### src/rtl/ddr3_arb_pkg.sv
// Shared definitions for the two-port DDR3 application-interface arbiter.
package ddr3_arb_pkg;

    localparam logic [2:0] CMD_WR = 3'd0;
    localparam logic [2:0] CMD_RD = 3'd1;

    // Tag width is fixed here; the arbiter's BURST_W must match it.
    localparam int TAG_BN_W = 6;

    typedef enum logic {
        ST_IDLE  = 1'b0,
        ST_WDATA = 1'b1
    } state_t;

    typedef struct packed {
        logic                port;
        logic [TAG_BN_W-1:0] burst_number;
    } tag_t;

endpackage

### src/rtl/ddr3_arb_tag_fifo.sv
// Outstanding-read tag FIFO: head entry is read straight from registered storage.
module ddr3_arb_tag_fifo #(
    parameter int W     = 7,
    parameter int DEPTH = 8
) (
    input  logic         clk,
    input  logic         rst_n,
    input  logic         push,
    input  logic [W-1:0] din,
    input  logic         pop,
    output logic [W-1:0] dout,
    output logic         full,
    output logic         empty
);
    localparam int AW = $clog2(DEPTH);

    logic [W-1:0]  mem [DEPTH];
    logic [AW-1:0] wptr, rptr;
    logic [AW:0]   cnt;
    logic          push_ok, pop_ok;

    assign full    = (cnt == (AW+1)'(DEPTH));
    assign empty   = (cnt == '0);
    assign push_ok = push & ~full;
    assign pop_ok  = pop & ~empty;
    assign dout    = mem[rptr];

    always_ff @(posedge clk) begin
        if (push_ok) mem[wptr] <= din;
    end

    always_ff @(posedge clk or negedge rst_n) begin
        if (!rst_n) begin
            wptr <= '0;
            rptr <= '0;
            cnt  <= '0;
        end else begin
            if (push_ok) wptr <= wptr + AW'(1);
            if (pop_ok)  rptr <= rptr + AW'(1);
            case ({push_ok, pop_ok})
                2'b10:   cnt <= cnt + (AW+1)'(1);
                2'b01:   cnt <= cnt - (AW+1)'(1);
                default: cnt <= cnt;
            endcase
        end
    end

endmodule

### src/rtl/ddr3_port_arbiter.sv
// Shares one DDR3 app interface between the video frame buffer (port 0) and CV DMA (port 1):
// round-robin command grant with urgent override, write-burst lock, tagged read-data return.
module ddr3_port_arbiter
    import ddr3_arb_pkg::*;
#(
    parameter int ADDR_WIDTH = 28,
    parameter int DATA_WIDTH = 128,
    parameter int BURST_W    = TAG_BN_W,
    parameter int TAG_DEPTH  = 8
) (
    input  logic                    I_dma_clk,
    input  logic                    I_rst_n,
    input  logic                    I_m0_cmd_en,
    input  logic [2:0]              I_m0_cmd,
    input  logic [ADDR_WIDTH-1:0]   I_m0_addr,
    input  logic [BURST_W-1:0]      I_m0_burst_number,
    output logic                    O_m0_cmd_ready,
    input  logic                    I_m0_wr_data_en,
    input  logic                    I_m0_wr_data_end,
    input  logic [DATA_WIDTH-1:0]   I_m0_wr_data,
    input  logic [DATA_WIDTH/8-1:0] I_m0_wr_data_mask,
    output logic                    O_m0_wr_data_rdy,
    output logic                    O_m0_rd_data_valid,
    output logic [DATA_WIDTH-1:0]   O_m0_rd_data,
    input  logic                    I_m0_urgent,
    input  logic                    I_m1_cmd_en,
    input  logic [2:0]              I_m1_cmd,
    input  logic [ADDR_WIDTH-1:0]   I_m1_addr,
    input  logic [BURST_W-1:0]      I_m1_burst_number,
    output logic                    O_m1_cmd_ready,
    input  logic                    I_m1_wr_data_en,
    input  logic                    I_m1_wr_data_end,
    input  logic [DATA_WIDTH-1:0]   I_m1_wr_data,
    input  logic [DATA_WIDTH/8-1:0] I_m1_wr_data_mask,
    output logic                    O_m1_wr_data_rdy,
    output logic                    O_m1_rd_data_valid,
    output logic [DATA_WIDTH-1:0]   O_m1_rd_data,
    output logic [2:0]              O_cmd,
    output logic                    O_cmd_en,
    output logic [ADDR_WIDTH-1:0]   O_addr,
    output logic [BURST_W-1:0]      O_app_burst_number,
    input  logic                    I_cmd_ready,
    input  logic                    I_wr_data_rdy,
    output logic                    O_wr_data_en,
    output logic                    O_wr_data_end,
    output logic [DATA_WIDTH-1:0]   O_wr_data,
    output logic [DATA_WIDTH/8-1:0] O_wr_data_mask,
    input  logic                    I_rd_data_valid,
    input  logic [DATA_WIDTH-1:0]   I_rd_data,
    output logic                    O_err,
    output logic                    O_busy
);
    state_t             state;
    logic               last, owner, err;
    logic [BURST_W:0]   beats;
    logic [BURST_W-1:0] rd_cnt;

    logic               gnt, gnt_vld, cmd_acc;
    logic               is_rd, is_wr, illegal;
    logic [2:0]         sel_cmd;
    logic [BURST_W-1:0] sel_bn;

    logic               own_en, own_end, in_wr, wbeat, wlast;
    logic               rd_hit, rd_last;
    logic               push, pop, tag_full, tag_empty;
    tag_t               push_tag, head;

    // Grant depends only on registered state and the request lines, never on cmd_ready.
    always_comb begin
        gnt_vld = (state == ST_IDLE) & (I_m0_cmd_en | I_m1_cmd_en);
        if (I_m0_urgent & I_m0_cmd_en)      gnt = 1'b0;
        else if (I_m0_cmd_en & I_m1_cmd_en) gnt = ~last;
        else                                gnt = I_m1_cmd_en;
    end

    assign sel_cmd = gnt ? I_m1_cmd : I_m0_cmd;
    assign sel_bn  = gnt ? I_m1_burst_number : I_m0_burst_number;
    assign is_rd   = (sel_cmd == CMD_RD);
    assign is_wr   = (sel_cmd == CMD_WR);
    assign illegal = ~is_rd & ~is_wr;
    assign cmd_acc = gnt_vld & I_cmd_ready & ~(is_rd & tag_full);

    assign O_m0_cmd_ready     = cmd_acc & ~gnt;
    assign O_m1_cmd_ready     = cmd_acc & gnt;
    assign O_cmd_en           = cmd_acc & ~illegal;
    assign O_cmd              = sel_cmd;
    assign O_addr             = gnt ? I_m1_addr : I_m0_addr;
    assign O_app_burst_number = sel_bn;

    assign push                  = cmd_acc & is_rd;
    assign push_tag.port         = gnt;
    assign push_tag.burst_number = TAG_BN_W'(sel_bn);

    // Write channel: owner passes through; burst end comes from our own beat counter.
    assign in_wr   = (state == ST_WDATA);
    assign own_en  = owner ? I_m1_wr_data_en  : I_m0_wr_data_en;
    assign own_end = owner ? I_m1_wr_data_end : I_m0_wr_data_end;
    assign wlast   = (beats == (BURST_W+1)'(1));

    assign O_wr_data_en     = in_wr & own_en;
    assign O_wr_data_end    = O_wr_data_en & wlast;
    assign O_wr_data        = owner ? I_m1_wr_data : I_m0_wr_data;
    assign O_wr_data_mask   = owner ? I_m1_wr_data_mask : I_m0_wr_data_mask;
    assign O_m0_wr_data_rdy = in_wr & ~owner & I_wr_data_rdy;
    assign O_m1_wr_data_rdy = in_wr & owner & I_wr_data_rdy;
    assign wbeat            = O_wr_data_en & I_wr_data_rdy;

    assign rd_hit  = I_rd_data_valid & ~tag_empty;
    assign rd_last = (TAG_BN_W'(rd_cnt) == head.burst_number);
    assign pop     = rd_hit & rd_last;

    assign O_m0_rd_data_valid = rd_hit & ~head.port;
    assign O_m1_rd_data_valid = rd_hit & head.port;
    assign O_m0_rd_data       = I_rd_data;
    assign O_m1_rd_data       = I_rd_data;

    assign O_err  = err;
    assign O_busy = in_wr | ~tag_empty;

    always_ff @(posedge I_dma_clk or negedge I_rst_n) begin
        if (!I_rst_n) begin
            state  <= ST_IDLE;
            last   <= 1'b1;
            owner  <= 1'b0;
            beats  <= '0;
            rd_cnt <= '0;
            err    <= 1'b0;
        end else begin
            if (cmd_acc) begin
                if (!illegal) last <= gnt;
                if (is_wr) begin
                    state <= ST_WDATA;
                    owner <= gnt;
                    beats <= {1'b0, sel_bn} + (BURST_W+1)'(1);
                end
            end
            if (wbeat) begin
                beats <= beats - (BURST_W+1)'(1);
                if (wlast) state <= ST_IDLE;
            end
            if (rd_hit) rd_cnt <= rd_last ? '0 : rd_cnt + BURST_W'(1);
            if ((cmd_acc & illegal) | (wbeat & (own_end != wlast)) | (I_rd_data_valid & tag_empty))
                err <= 1'b1;
        end
    end

    ddr3_arb_tag_fifo #(
        .W     ($bits(tag_t)),
        .DEPTH (TAG_DEPTH)
    ) u_tag_fifo (
        .clk   (I_dma_clk),
        .rst_n (I_rst_n),
        .push  (push),
        .din   (push_tag),
        .pop   (pop),
        .dout  (head),
        .full  (tag_full),
        .empty (tag_empty)
    );

endmodule
### config.mk
export PLATFORM = sky130hd
export DESIGN_NAME = ddr3_port_arbiter
export DESIGN_NICKNAME = d
export VERILOG_FILES = /design/src/rtl/ddr3_arb_pkg.sv /design/src/rtl/ddr3_arb_tag_fifo.sv /design/src/rtl/ddr3_port_arbiter.sv
export SDC_FILE = /design/constraint.sdc
export NUM_CORES = 1
export LEC_CHECK = 0
export ABC_AREA = 1
export CAP_MARGIN = 20
export CORE_AREA = 2 2 366 368
export DETAILED_ROUTE_END_ITERATION = 8
export DIE_AREA = 0 0 368 370
export PLACE_DENSITY = 0.32
export SLEW_MARGIN = 20
export SYNTH_ARGS = -nofsm -noshare
export SYNTH_HDL_FRONTEND = slang
export SYNTH_SLANG_ARGS = --single-unit
### constraint.sdc
create_clock -name I_dma_clk -period 3.63 [get_ports I_dma_clk]
set_input_delay 0.726 -clock I_dma_clk [delete_from_list [all_inputs] [get_ports I_dma_clk]]
set_output_delay 0.726 -clock I_dma_clk [all_outputs]
set_load 0.02 [all_outputs]
==> results.txt <==
----------------------------------------------------
[Detailed routing]
  First-pass iteration count of the detailed router ... 5
  Final routed DRC violation total ... 0
  Antenna-violating nets left ... 0
  Post-detailed-route via-to-cell ratio ... 2.69
  Final routed wirelength across all metal layers ... 88300 um
  Average detailed-routed wire length per instance ... 25.8 um
  Total number of vias ... 9206
  Number of violations reported at the end of detailed-routing iteration 0 ... 482

[Yosys]
  YS warnings ... 0
  Synthesized area per cell ... 6.40 um^2
  Top flip-flop cell by instance count after synthesis ... edfxtp_1
  Netlist Area Pre-Place ... 8390 um^2
  Sequential area share after synthesis ... 0.281
  Net count of the mapped netlist ... 1823
  Synthesized flop and latch total ... 83
  Number of synthesized flops with an enable pin ... 56
  Share of synthesized flip-flops with an asynchronous set or reset ... 0.325
  Distinct cell type count of the synthesized netlist ... 44
  Cells after synthesis ... 1311

[STA]
  Worst Tran Pin Value ... 0.792 ns
  Setup-violating endpoint count in the final report ... 0
  F_max ... 290 MHz
  Relative slew slack ... 0.470
  Post-Route Skew ... 0.0135 ns
  Final slew viol count ... 0
  Hold Vio Cnt, Final ... 0
  Share of the cycle needed by the critical path after routing ... 0.952
  Shortest clock period the worst path allows after layout ... 3.45 ns

[GRT]
  Pin count of the biggest net entering global routing ... 72
  Global-route wire length before repair ... 107000 um
  Global router's overall resource usage ... 0.124
  Initial antenna violation count ... 32
  Number of global-route vias before repair ... 9252
  Congestion Overflow GR ... 0

[Power]
  Total power divided by cell area ... 564 nW/um^2
  Leak ... 0.00656 uW
  Final total power ... 8500 uW
  Peak VDD IR ... 0.202 mV

[Run status]
  Result of the run ... complete, no violations

[Setup path]
  Path type of the worst setup path ... input pin to output port
  Endpoint kind of the worst setup timing path ... output port
  Req. time, crit path ... 2.90 ns
  FF-to-FF setup slack ... 0.55 ns
  Master of the slowest instance on the critical path ... clkdlybuf4s50_1
  Critical Path Start Type ... input pin
  Worst Path Buf+Inv ... 6
  Kind of cell with the highest combined delay on the critical path ... buffers and inverters
  Series of cell instances along the critical path ... clkdlybuf4s50_1 -> inv_1 -> a21oi_2 -> nand2_2 -> buf_12 -> o21ai_1 -> nand2_2 -> nor2_2 -> nand2_1 -> nand2_4 -> inv_1 -> nand2_1 -> inv_1 -> buf_12
  Most Frequent Cell on Critical Path ... inv_1
  Maximum net fanout on the critical path ... 7
  CP arrival ... 2.73 ns
  Delay of the slowest critical-path stage ... 0.48 ns

[Flow run]
  Count of max-cap constraint violations ... 0

[CTS]
  TritonCTS buffer count ... 9
  Clock transition time at the flip-flop clock pins of the worst setup and hold paths ... 0.06 ns
  Htree depth ... 3
  Cell at the root of the clock tree ... clkbuf_16
  Total number of clock tree sinks ... 83
  Worst-Skew Late Latency ... 0.35 ns
  Maximum root-to-sink buffer count ... 2
  Quantity of hold-fixing buffers added after cts ... 0
  CTS tree ... done

[Floorplanning]
  Top-level I/O count ... 950
  Placement row count ... 134
  Area of the die ... 136000 um^2
  Core ar. ... 132000 um^2
  Initial Utilization ... 0.0634
  Die width ... 368 um
  Vertical die dimension ... 370 um

[Layout]
  Fraction of layout cells with a size suffix above 1 ... 0.130
  Post-Route Utilization ... 0.114
  Signed area change from the synthesized netlist to the final layout ... 79.4%
  Commonest non-fill, non-tap cell in the layout ... nand2_1
  Leading cell types in the layout, fill and taps excluded ... nand2_1 (684), clkdlybuf4s50_1 (440), buf_4 (138)
  Total Nets Final ... 2158
  # fillers ... 15600

[Hold path]
  Type of the most critical hold path ... register to register

[Place]
  Final weighted congestion in routability-driven placement ... 0.822
  Count of input and output buffers ... 565
  DP Wirelength ... 81400 um

----------------------------------------------------
-- flip-flops by register name, indices dropped and copies added, names as in the netlist --
name             flops
rd_cnt               6
u_tag_fifo.rptr      3
last                 1
u_tag_fifo.mem      56
u_tag_fifo.cnt       4
u_tag_fifo.wptr      3
in_wr                1
owner                1
O_err                1
beats                7
-- metrics by stage --
stage               worst slack, ns  hold slack, ns  cell area, um^2  instances  TNS (ns)
finish                        0.176           0.475            15100       3421         0
global route                -0.0162           0.490            15100       3420   -0.0247
floorplan                     0.738           0.430             8390       1311         0
CTS                          0.0160           0.480            15000       3418         0
detailed placement           -0.211           0.465            14700       3402    -0.510
global placement             -0.264           0.453            14700       3402    -0.553
-- cell families (layout without fill, tap and decap cells) --
group	Yosys count	count (layout)	share of synthesized area
AO/OA/AOI/OAI	39	39	0.0271
multiplexers	1	1	0.00119
buffers and inverters	367	707	0.288
adder cells (fa/ha/maj)	10	10	0.0158
XOR/XNOR	10	10	0.0104
other	0	2	0
flip-flops	83	83	0.281
AND/OR/NAND/NOR	801	801	0.376
-- path summary, 6_finish.rpt --
path	from	endpoint	cells after the start
max reg2reg	u_tag_fifo.rptr[0]	u_tag_fifo.cnt[3]	20
min	O_err	O_err	1
min in group asynchronous	I_rst_n	rd_cnt[1]	1
max	I_m1_cmd_en	O_cmd_en	14
max in group asynchronous	I_rst_n	u_tag_fifo.wptr[2]	2
min reg2reg	O_err	O_err	1
-- power by group --
part	internal (uW)	switching [uW]	total [uW]
combinational	2060	4160	6220
clock	545	426	971
sequential	1150	155	1310
total	3760	4740	8500
-- cells in the mapped netlist, drive strengths merged, types with 6 or more instances --
| master | number | area [um^2] |
|---|---|---|
| nor2 | 56 | 250 |
| xor2 | 6 | 52.6 |
| inv | 60 | 235 |
| edfxtp | 56 | 1680 |
| ha | 9 | 113 |
| clkbuf | 32 | 120 |
| nand2 | 691 | 2610 |
| nand3 | 42 | 228 |
| buf | 275 | 2060 |
| dfrtp | 26 | 651 |
| o21ai | 27 | 139 |
-- per-layer routing --
layer,global-route usage,wire length (um)
met1,0.135,33200
met2,0.187,37700
met3,0.0842,13000
met4,0.0477,4140
met5,0.00350,115
-- what timing repair did --
action | in CTS | in global routing
pin swaps | 0 | 1
gates resized for setup | 3 | 24
setup endpoints to repair | 3 | 25
buffers inserted | 0 | 1
-- layout make-up --
class / count / area, um^2 / area share
multi-input combinational: 861 / 3630 / 0.241
antenna: 2 / 5.00 / 0.000332
clock buffer: 9 / 225 / 0.0150
timing repair buffer: 631 / 6310 / 0.419
sequential: 83 / 2360 / 0.157
clock inverter: 7 / 81.3 / 0.00540
tap: 1768 / 2210 / 0.147
inverter: 60 / 240 / 0.0159
Note: power is estimated with default switching activity, not from simulation.
